**config.mk**
```make
export PLATFORM = sky130hd
export DESIGN_NAME = ex_stage
export DESIGN_NICKNAME = d
export VERILOG_FILES = /design/src/rtl/ex_stage.sv
export SDC_FILE = /design/constraint.sdc
export NUM_CORES = 1
export LEC_CHECK = 0
export CAP_MARGIN = 20
export CORE_MARGIN = 1
export CORE_UTILIZATION = 60
export DETAILED_ROUTE_END_ITERATION = 7
export GPL_TIMING_DRIVEN = 0
export PLACE_DENSITY = 0.88
export SETUP_SLACK_MARGIN = 0.5
export SLEW_MARGIN = 40
export SYNTH_ARGS = -nofsm -noshare
export SYNTH_HDL_FRONTEND = slang
export SYNTH_SLANG_ARGS = --single-unit
```
**constraint.sdc**
```tcl
create_clock -name clk -period 13.7 [get_ports clk]
set_input_delay 2.74 -clock clk [delete_from_list [all_inputs] [get_ports clk]]
set_output_delay 2.74 -clock clk [all_outputs]
set_load 0.05 [all_outputs]
```
**src/rtl/ex_stage.sv**
```systemverilog
// ex_stage: execute stage of the 5-stage RV32 pipeline.
//
// It computes the ALU result, resolves branches and jumps, and forwards store
// data and control to the MEM stage through the registered EX/MEM outputs.
// Optional RV32M unit (macro MULDIV_EN): an iterative radix-2 multiply /
// restoring-divide engine. It stalls the upstream stages while it is busy.
//
// Ports:
//   clk, rst            rising-edge clock, synchronous active-high reset
//   valid_in            ID/EX holds a real instruction (0 = bubble)
//   pc_in, rs1_val, rs2_val, imm    instruction PC, operands, immediate
//   alu_ctrl            operation select (0..10 single-cycle, 11..18 mul/div)
//   ALUSrc, use_pc      operand B = imm, operand A = pc
//   is_branch, funct3   conditional branch and its condition
//   is_jal, is_jalr     jump type
//   MemRead, MemWrite, RegWrite, MemtoReg, rd_in    control passed through
//   ALU_out, store_data_out, *_out, rd_out          EX/MEM register
//   branch_taken, branch_target                     combinational redirect
//   stall_out           combinational hold request for ID/EX and earlier
//
// Stall/hold semantics: while stall_out is high, the upstream stages keep the
// same instruction on the inputs, and EX/MEM loads a bubble.
module ex_stage #(
  parameter int XLEN      = 32,
  parameter int MD_CYCLES = 32
) (
  input  logic            clk,
  input  logic            rst,
  input  logic            valid_in,
  input  logic [XLEN-1:0] pc_in,
  input  logic [XLEN-1:0] rs1_val,
  input  logic [XLEN-1:0] rs2_val,
  input  logic [XLEN-1:0] imm,
  input  logic [4:0]      alu_ctrl,
  input  logic            ALUSrc,
  input  logic            use_pc,
  input  logic            is_branch,
  input  logic [2:0]      funct3,
  input  logic            is_jal,
  input  logic            is_jalr,
  input  logic            MemRead,
  input  logic            MemWrite,
  input  logic            RegWrite,
  input  logic            MemtoReg,
  input  logic [4:0]      rd_in,
  output logic [XLEN-1:0] ALU_out,
  output logic [XLEN-1:0] store_data_out,
  output logic            MemRead_out,
  output logic            MemWrite_out,
  output logic            RegWrite_out,
  output logic            MemtoReg_out,
  output logic [4:0]      rd_out,
  output logic            branch_taken,
  output logic [XLEN-1:0] branch_target,
  output logic            stall_out
);

  localparam logic [4:0] ALU_ADD = 5'd0,  ALU_SUB = 5'd1,  ALU_SLL = 5'd2,
                         ALU_SLT = 5'd3,  ALU_SLTU = 5'd4, ALU_XOR = 5'd5,
                         ALU_SRL = 5'd6,  ALU_SRA = 5'd7,  ALU_OR = 5'd8,
                         ALU_AND = 5'd9,  ALU_PASSB = 5'd10;

  logic [XLEN-1:0] op_a, op_b, alu_res, result;
  logic            cond;

  assign op_a = use_pc ? pc_in : rs1_val;
  assign op_b = ALUSrc ? imm : rs2_val;

  // Single-cycle ALU; codes 11..31 yield 0 here.
  always_comb begin
    alu_res = '0;
    case (alu_ctrl)
      ALU_ADD:   alu_res = op_a + op_b;
      ALU_SUB:   alu_res = op_a - op_b;
      ALU_SLL:   alu_res = op_a << op_b[4:0];
      ALU_SLT:   alu_res = {31'b0, $signed(op_a) < $signed(op_b)};
      ALU_SLTU:  alu_res = {31'b0, op_a < op_b};
      ALU_XOR:   alu_res = op_a ^ op_b;
      ALU_SRL:   alu_res = op_a >> op_b[4:0];
      ALU_SRA:   alu_res = $signed(op_a) >>> op_b[4:0];
      ALU_OR:    alu_res = op_a | op_b;
      ALU_AND:   alu_res = op_a & op_b;
      ALU_PASSB: alu_res = op_b;
      default:   alu_res = '0;
    endcase
  end

  // Branch condition; funct3 010/011 are undefined and never taken.
  always_comb begin
    cond = 1'b0;
    case (funct3)
      3'b000:  cond = (rs1_val == rs2_val);
      3'b001:  cond = (rs1_val != rs2_val);
      3'b100:  cond = ($signed(rs1_val) < $signed(rs2_val));
      3'b101:  cond = ($signed(rs1_val) >= $signed(rs2_val));
      3'b110:  cond = (rs1_val < rs2_val);
      3'b111:  cond = (rs1_val >= rs2_val);
      default: cond = 1'b0;
    endcase
  end

  assign branch_target = is_jalr ? ((rs1_val + imm) & ~32'd1) : (pc_in + imm);
  assign branch_taken  = valid_in && !stall_out &&
                         (is_jal || is_jalr || (is_branch && cond));

`ifdef MULDIV_EN
  localparam logic [4:0] ALU_MUL = 5'd11, ALU_MULH = 5'd12, ALU_MULHSU = 5'd13,
                         ALU_MULHU = 5'd14, ALU_DIV = 5'd15, ALU_DIVU = 5'd16,
                         ALU_REM = 5'd17, ALU_REMU = 5'd18;

  typedef enum logic [1:0] {MD_IDLE, MD_BUSY, MD_DONE} md_state_e;

  md_state_e   state_q, state_d;
  logic [4:0]  cnt_q, cnt_d, op_q, op_d;
  logic [63:0] acc_q, acc_d;        // mul: {partial, multiplier}; div: {rem, quo}
  logic [31:0] b_q, b_d;            // multiplicand / divisor magnitude
  logic        neg_q, neg_d;        // product / quotient sign
  logic        neg_rem_q, neg_rem_d;
  logic        div_zero_q, div_zero_d;

  logic        md_op, md_start, a_signed, b_signed, neg_a, neg_b;
  logic [31:0] mag_a, mag_b, quo, rem, md_result;
  logic [32:0] mul_sum, div_diff;
  logic [63:0] mul_step, div_step, prod;

  assign md_op    = (alu_ctrl >= ALU_MUL) && (alu_ctrl <= ALU_REMU);
  assign md_start = (state_q == MD_IDLE) && valid_in && md_op;
  assign stall_out = md_start || (state_q == MD_BUSY);

  assign a_signed = (alu_ctrl == ALU_MULH) || (alu_ctrl == ALU_MULHSU) ||
                    (alu_ctrl == ALU_DIV)  || (alu_ctrl == ALU_REM);
  assign b_signed = (alu_ctrl == ALU_MULH) || (alu_ctrl == ALU_DIV) ||
                    (alu_ctrl == ALU_REM);
  assign neg_a = a_signed && op_a[31];
  assign neg_b = b_signed && op_b[31];
  assign mag_a = neg_a ? -op_a : op_a;
  assign mag_b = neg_b ? -op_b : op_b;

  // One shift-add step: add multiplicand on LSB, then shift right.
  assign mul_sum  = {1'b0, acc_q[63:32]} + (acc_q[0] ? {1'b0, b_q} : 33'd0);
  assign mul_step = {mul_sum, acc_q[31:1]};
  // One restoring step on the left-shifted {rem, quo} pair.
  assign div_diff = acc_q[63:31] - {1'b0, b_q};
  assign div_step = div_diff[32] ? {acc_q[62:0], 1'b0}
                                 : {div_diff[31:0], acc_q[30:0], 1'b1};

  // Sign correction after iteration; a zero divisor forces an all-ones
  // quotient, and the remainder naturally returns the dividend.
  assign prod = neg_q ? -acc_q : acc_q;
  assign quo  = div_zero_q ? 32'hFFFF_FFFF
                           : (neg_q ? -acc_q[31:0] : acc_q[31:0]);
  assign rem  = neg_rem_q ? -acc_q[63:32] : acc_q[63:32];

  always_comb begin
    md_result = '0;
    case (op_q)
      ALU_MUL:                         md_result = prod[31:0];
      ALU_MULH, ALU_MULHSU, ALU_MULHU: md_result = prod[63:32];
      ALU_DIV, ALU_DIVU:               md_result = quo;
      ALU_REM, ALU_REMU:               md_result = rem;
      default:                         md_result = '0;
    endcase
  end

  always_comb begin
    state_d    = state_q;
    cnt_d      = cnt_q;
    acc_d      = acc_q;
    b_d        = b_q;
    op_d       = op_q;
    neg_d      = neg_q;
    neg_rem_d  = neg_rem_q;
    div_zero_d = div_zero_q;
    case (state_q)
      MD_IDLE: begin
        if (md_start) begin
          state_d    = MD_BUSY;
          cnt_d      = '0;
          op_d       = alu_ctrl;
          acc_d      = {32'b0, mag_a};
          b_d        = mag_b;
          neg_d      = neg_a ^ neg_b;
          neg_rem_d  = neg_a;
          div_zero_d = (op_b == '0);
        end
      end
      MD_BUSY: begin
        acc_d = (op_q >= ALU_DIV) ? div_step : mul_step;
        cnt_d = cnt_q + 5'd1;
        if (cnt_q == 5'(MD_CYCLES - 1)) state_d = MD_DONE;
      end
      MD_DONE: state_d = MD_IDLE;
      default: state_d = MD_IDLE;
    endcase
  end

  always_ff @(posedge clk) begin
    if (rst) begin
      state_q    <= MD_IDLE;
      cnt_q      <= '0;
      acc_q      <= '0;
      b_q        <= '0;
      op_q       <= '0;
      neg_q      <= 1'b0;
      neg_rem_q  <= 1'b0;
      div_zero_q <= 1'b0;
    end else begin
      state_q    <= state_d;
      cnt_q      <= cnt_d;
      acc_q      <= acc_d;
      b_q        <= b_d;
      op_q       <= op_d;
      neg_q      <= neg_d;
      neg_rem_q  <= neg_rem_d;
      div_zero_q <= div_zero_d;
    end
  end

  // The held mul/div instruction writes its result at the edge ending DONE.
  assign result = (is_jal || is_jalr) ? (pc_in + 32'd4)
                : (md_op ? md_result : alu_res);
`else
  assign stall_out = 1'b0;
  assign result    = (is_jal || is_jalr) ? (pc_in + 32'd4) : alu_res;
`endif

  // EX/MEM pipeline register. Bubbles clear everything, so a held
  // instruction never repeats a MEM access or a register write.
  logic            bubble;
  logic [XLEN-1:0] alu_out_q, alu_out_d, store_q, store_d;
  logic [4:0]      rd_q, rd_d;
  logic [3:0]      ctl_q, ctl_d;    // {MemRead, MemWrite, RegWrite, MemtoReg}

  assign bubble = !valid_in || stall_out;

  always_comb begin
    alu_out_d = '0;
    store_d   = '0;
    rd_d      = '0;
    ctl_d     = '0;
    if (!bubble) begin
      alu_out_d = result;
      store_d   = rs2_val;
      rd_d      = rd_in;
      ctl_d     = {MemRead, MemWrite, RegWrite, MemtoReg};
    end
  end

  always_ff @(posedge clk) begin
    if (rst) begin
      alu_out_q <= '0;
      store_q   <= '0;
      rd_q      <= '0;
      ctl_q     <= '0;
    end else begin
      alu_out_q <= alu_out_d;
      store_q   <= store_d;
      rd_q      <= rd_d;
      ctl_q     <= ctl_d;
    end
  end

  assign ALU_out        = alu_out_q;
  assign store_data_out = store_q;
  assign rd_out         = rd_q;
  assign MemRead_out    = ctl_q[3];
  assign MemWrite_out   = ctl_q[2];
  assign RegWrite_out   = ctl_q[1];
  assign MemtoReg_out   = ctl_q[0];

endmodule
```
==> summary.txt, run 1 <==
Post-synth EDFFs - 0
run status - aborted with a tool error
Main synth FF type - dfxtp_1
row count - 59
Syn Std Cell Area - 16300 sq um
# resized after CTS - 0
TritonCTS buffer count - 9
Ys Warns - 0
ys async rst share - 0%
Initial Utilization - 61.8%
largest net degree at the start of global routing - 14
H-tree Lvls - 3
last stage reached - global routing
die height - 167 um
clk root buf - clkbuf_16
Seq cells post-synth - 73
distinct cell type count after synthesis - 89
sequential-to-total area share from yosys stat - 8.98%
mean post-synth cell area - 6.89 sq um
clk buf depth - 2
DP HPWL - 67600 um
Overflow after GRT - 2
Synth Instances - 2363
die boundary width - 167 um
# IOs - 260
Port Buffers - 255
Sinks on Clock Net - 73
# Post-CTS Setup Buffers - 0
Placer Congestion - 1.59
hold-fix buffers at CTS - 0
Net Count, Synth - 2711
Err - [ERROR GRT-0232] Routing congestion too high. Check the congestion heatmap in the GUI.
Overall Global Routing Usage - 67.2%
## kinds of logic after synthesis
family | after synthesis | synth area share, %
flops | 73 | 8.98
mux | 154 | 10.2
buf+inv | 281 | 7.10
simple gates | 751 | 21.0
fa+ha+maj | 195 | 15.2
other cells | 1 | 0.0230
xor+xnor | 85 | 4.57
compound gates | 823 | 33.0
## layer usage
| layer | GRT usage (%) | GRT overflow |
|---|---|---|
| met4 | 61.8 | 1 |
| met2 | 82.9 | 1 |
| met5 | 31.8 | 0 |
| met1 | 67.4 | 0 |
| met3 | 54.5 | 0 |
## synthesized netlist by cell type (8+ instances only)
master | n | share of area (%)
o22ai_1 | 43 | 1.7
mux2_2 | 13 | 0.90
nand4_1 | 22 | 0.85
a221oi_1 | 27 | 1.5
o221ai_1 | 14 | 0.75
o211ai_1 | 42 | 1.9
or3_1 | 9 | 0.35
o31ai_1 | 14 | 0.65
a2111oi_0 | 11 | 0.59
inv_1 | 137 | 3.2
o21ai_0 | 182 | 5.6
o2111ai_1 | 8 | 0.43
nor2_1 | 253 | 5.8
mux2i_1 | 125 | 7.7
and2_1 | 25 | 0.96
mux2i_2 | 12 | 1.0
xor2_1 | 39 | 2.1
nand2_1 | 232 | 5.3
a22o_1 | 8 | 0.43
and3_1 | 18 | 0.69
nand2b_1 | 26 | 1.0
nor3_1 | 50 | 1.5
buf_2 | 28 | 0.86
o21a_1 | 10 | 0.46
a22oi_1 | 18 | 0.83
nor2b_1 | 18 | 0.69
a221o_1 | 16 | 0.98
clkbuf_1 | 77 | 1.8
ha_1 | 191 | 15
buf_1 | 16 | 0.37
a21o_1 | 51 | 2.4
a211oi_1 | 45 | 2.1
o311ai_0 | 9 | 0.48
dfxtp_1 | 73 | 9.0
a31oi_1 | 17 | 0.65
inv_2 | 10 | 0.23
o21bai_1 | 20 | 0.92
a21oi_1 | 214 | 6.6
nor4_1 | 13 | 0.50
nand3_1 | 54 | 1.7
xnor2_1 | 46 | 2.5
## metrics by stage
stage | area [sq um] | hold slack, ns | cells | utilization, % | setup WS (ns)
2_1_floorplan | 16300 | 2.86 | 2363 | - | 4.73
3_3_place_gp | 19300 | 3.30 | 2953 | 73.1 | 3.56
3_5_place_dp | 19300 | 3.31 | 2954 | 73.2 | 3.47
4_1_cts | 19600 | 2.94 | 2970 | 74.2 | 3.45
==> run 2, diff against run 1 <==
--- a/config.mk
+++ b/config.mk
@@ -7,11 +7,10 @@
 export LEC_CHECK = 0
 export CAP_MARGIN = 20
 export CORE_MARGIN = 1
-export CORE_UTILIZATION = 60
+export CORE_UTILIZATION = 40
 export DETAILED_ROUTE_END_ITERATION = 7
 export GPL_TIMING_DRIVEN = 0
-export PLACE_DENSITY = 0.88
-export SETUP_SLACK_MARGIN = 0.5
+export PLACE_DENSITY_LB_ADDON = 0.15
 export SLEW_MARGIN = 40
 export SYNTH_ARGS = -nofsm -noshare
 export SYNTH_HDL_FRONTEND = slang
==> summary.txt, run 2 <==
Net Count, Synth - 2711 (unchanged)
Worst Hold Depth - 2
Ys Warns - 0 (unchanged)
footprint of the multi-input gates - 13800 sq um
CP arrival - 7.64 ns
Synth Instances - 2363 (unchanged)
WP data required - 10.96 ns
leakage - 8.43 nW
Tcrit/Tclk final - 75.8%
max_cap viols - 0
die area - 41500 sq um
Fin. Hold Viols - 0
initial antenna violation count - 3
Max VDD drop - 0.0750 mV
die height - 204 um (+22%)
Overall Global Routing Usage - 46.9%
max-slew violations - 0
row count - 73 (+24%)
H-tree Lvls - 3 (unchanged)
CP Launch Point - pc_in[0]
Post-synth EDFFs - 0 (unchanged)
layout cell share with drive strength beyond 1 - 5.54%
Port Buffers - 255 (unchanged)
Main synth FF type - dfxtp_1
crit start category - input port
First-pass DRT Iterations - 8
worst hold path type - input port to flip-flop
die boundary width - 204 um (+22%)
Placer Congestion - 1.15 (-27%)
CTS tree - built
clk buf depth - 2 (unchanged)
fillers - 3992
most common library cells after synthesis - nor2_1 (253), nand2_1 (232), a21oi_1 (214)
top cells by area, synth - ha_1 (15%), dfxtp_1 (9.0%), mux2i_1 (7.7%)
hold-fix buffers at CTS - 0 (unchanged)
end of the critical path - branch_target[30]
ys async rst share - 0% (unchanged)
final core utilization - 49.9%
fin nets - 2980
Syn Std Cell Area - 16300 sq um (unchanged)
Sinks on Clock Net - 73 (unchanged)
commonest non-fill, non-tap cell in the layout - clkdlybuf4s50_1
power density over the cells - 79.1 nW/um^2
cell taking the most area after synthesis - ha_1
layout overhead on the synthesized area - 22.3%
RSZ-0062 raised after global routing - false
Fmax achieved - 96.3 MHz
clk root buf - clkbuf_16
Initial Utilization - 40.8% (-21 points)
Seq cells post-synth - 73 (unchanged)
first-pass GRT wire length - 141000 um
Final min period - 10.38 ns
setup_tns - 0 ns
Setup-failing EPs final - 0
DRC - 0
commonest cells after routing, fill and taps aside - clkdlybuf4s50_1 (255), nor2_1 (251), nand2_1 (232)
Routed WL per cell - 31.5 um
CP Class - input port to primary output
sequential-to-total area share from yosys stat - 8.98% (unchanged)
Vias - 21700
# IOs - 260 (unchanged)
share of the synthesized area in the top cell type - 14.7% (unchanged)
max_slew headroom - 35.6%
worst-path maximum fanout - 5
worst slew pin tran - 0.939 ns
CP Capture Type - primary output
vias in the first global route - 20700
vias per inst - 6.85
# resized after CTS - 0 (unchanged)
DRT iter0 DRCs - 2874
count leader, synth - nor2_1
total core area - 39900 sq um
DRT Wirelength - 99600 um
# Post-CTS Setup Buffers - 0 (unchanged)
FF/Latch Area - 1460 sq um
TritonCTS buffer count - 9 (unchanged)
mean post-synth cell area - 6.89 sq um (unchanged)
Overflow after GRT - 0
run status - complete, no violations
DP HPWL - 81800 um (+21%)
distinct cell type count after synthesis - 89 (unchanged)
Clock transition at path regs - 0.08 ns
Final ANT Viol Nets - 0
largest net degree at the start of global routing - 17
## run 2: cell counts after synthesis
No cell type changed its count.
## run 2: critical path, stage by stage
cell and delay, ns:
clkdlybuf4s50_1 0.72, ha_1 0.26, inv_1 0.06, fa_1 0.39, nand2b_1 0.19, a21oi_1 0.23, o21ai_0 0.17, nand2_1 0.16
a31oi_1 0.31, o31a_1 0.46, nor3_1 0.39, a221oi_1 0.20, o211a_1 0.25, a211oi_1 0.23, clkdlybuf4s50_1 0.85
## run 2: how the worst min path moves through the flow
stage / from / to
2_1_floorplan: pc_in[2] / ALU_out[2]$_SDFF_PP0_
3_3_place_gp: rd_in[1] / rd_out[1]$_SDFF_PP0_
3_5_place_dp: rd_in[3] / rd_out[3]$_SDFF_PP0_
4_1_cts: MemtoReg / ctl_q[0]$_SDFF_PP0_
5_1_grt: MemtoReg / ctl_q[0]$_SDFF_PP0_
6_report: MemtoReg / ctl_q[0]$_SDFF_PP0_
## run 2: routing by layer
metal  GRT usage [%]  routed length [um]  share of wire (%)  vias to the layer above
li1                -                   -                  -                     9270
met4            34.6                8100                8.1                        2
met3            12.0               11800                 12                      428
met5               0                  13              0.013                        -
met1            55.3               36200                 36                    10300
met2            73.2               43500                 44                     1703
## run 2: cell families (layout without fill, tap and decap cells)
kind of cell / after synthesis / in the layout / share of synthesized area (%)
AOI/OAI and AO/OA: 823 / 823 / 33.0
xor gates and xnor gates: 85 / 85 / 4.57
adders and majority gates: 195 / 195 / 15.2
buffers and inverters: 281 / 555 / 7.10
DFF: 73 / 73 / 8.98
muxes: 154 / 154 / 10.2
other: 1 / 3 / 0.0230
and+or+nand+nor: 751 / 751 / 21.0
## run 2: through the flow
stage | instances | power, mW | hold slack [ns] | cell area [sq um] | setup slack [ns]
floorplan | 2363 | 0.871 | 2.86 | 16300 | 4.73
global placement | 3143 | 1.25 | 3.31 | 19500 | 3.48
detailed placement | 3146 | 1.26 | 3.31 | 19600 | 3.44
CTS | 3162 | 1.53 | 2.88 | 19900 | 3.41
global route | 3162 | 1.62 | 2.89 | 19900 | 3.09
finish | 3164 | 1.57 | 2.89 | 19900 | 3.32
## run 2: final cells by class
cell class / count / share of cell area (%)
flip-flops and latches: 73 / 7.34
inverters: 150 / 2.84
plain buffers: 131 / 3.00
diodes: 2 / 0.0251
well taps: 525 / 3.30
repair buffers: 258 / 12.9
clock inverters: 7 / 0.339
multi-input cells: 2009 / 69.1
clock buffers: 9 / 1.13
## run 2: where the power goes
| group | leakage, nW | internal [mW] | switching [mW] |
|---|---|---|---|
| sequential | 0.598 | 0.221 | 0.00290 |
| clock | 0.143 | 0.129 | 0.137 |
| combinational | 7.69 | 0.350 | 0.735 |
| total | 8.43 | 0.700 | 0.875 |
No activity file was read; power rests on OpenSTA's default activity.
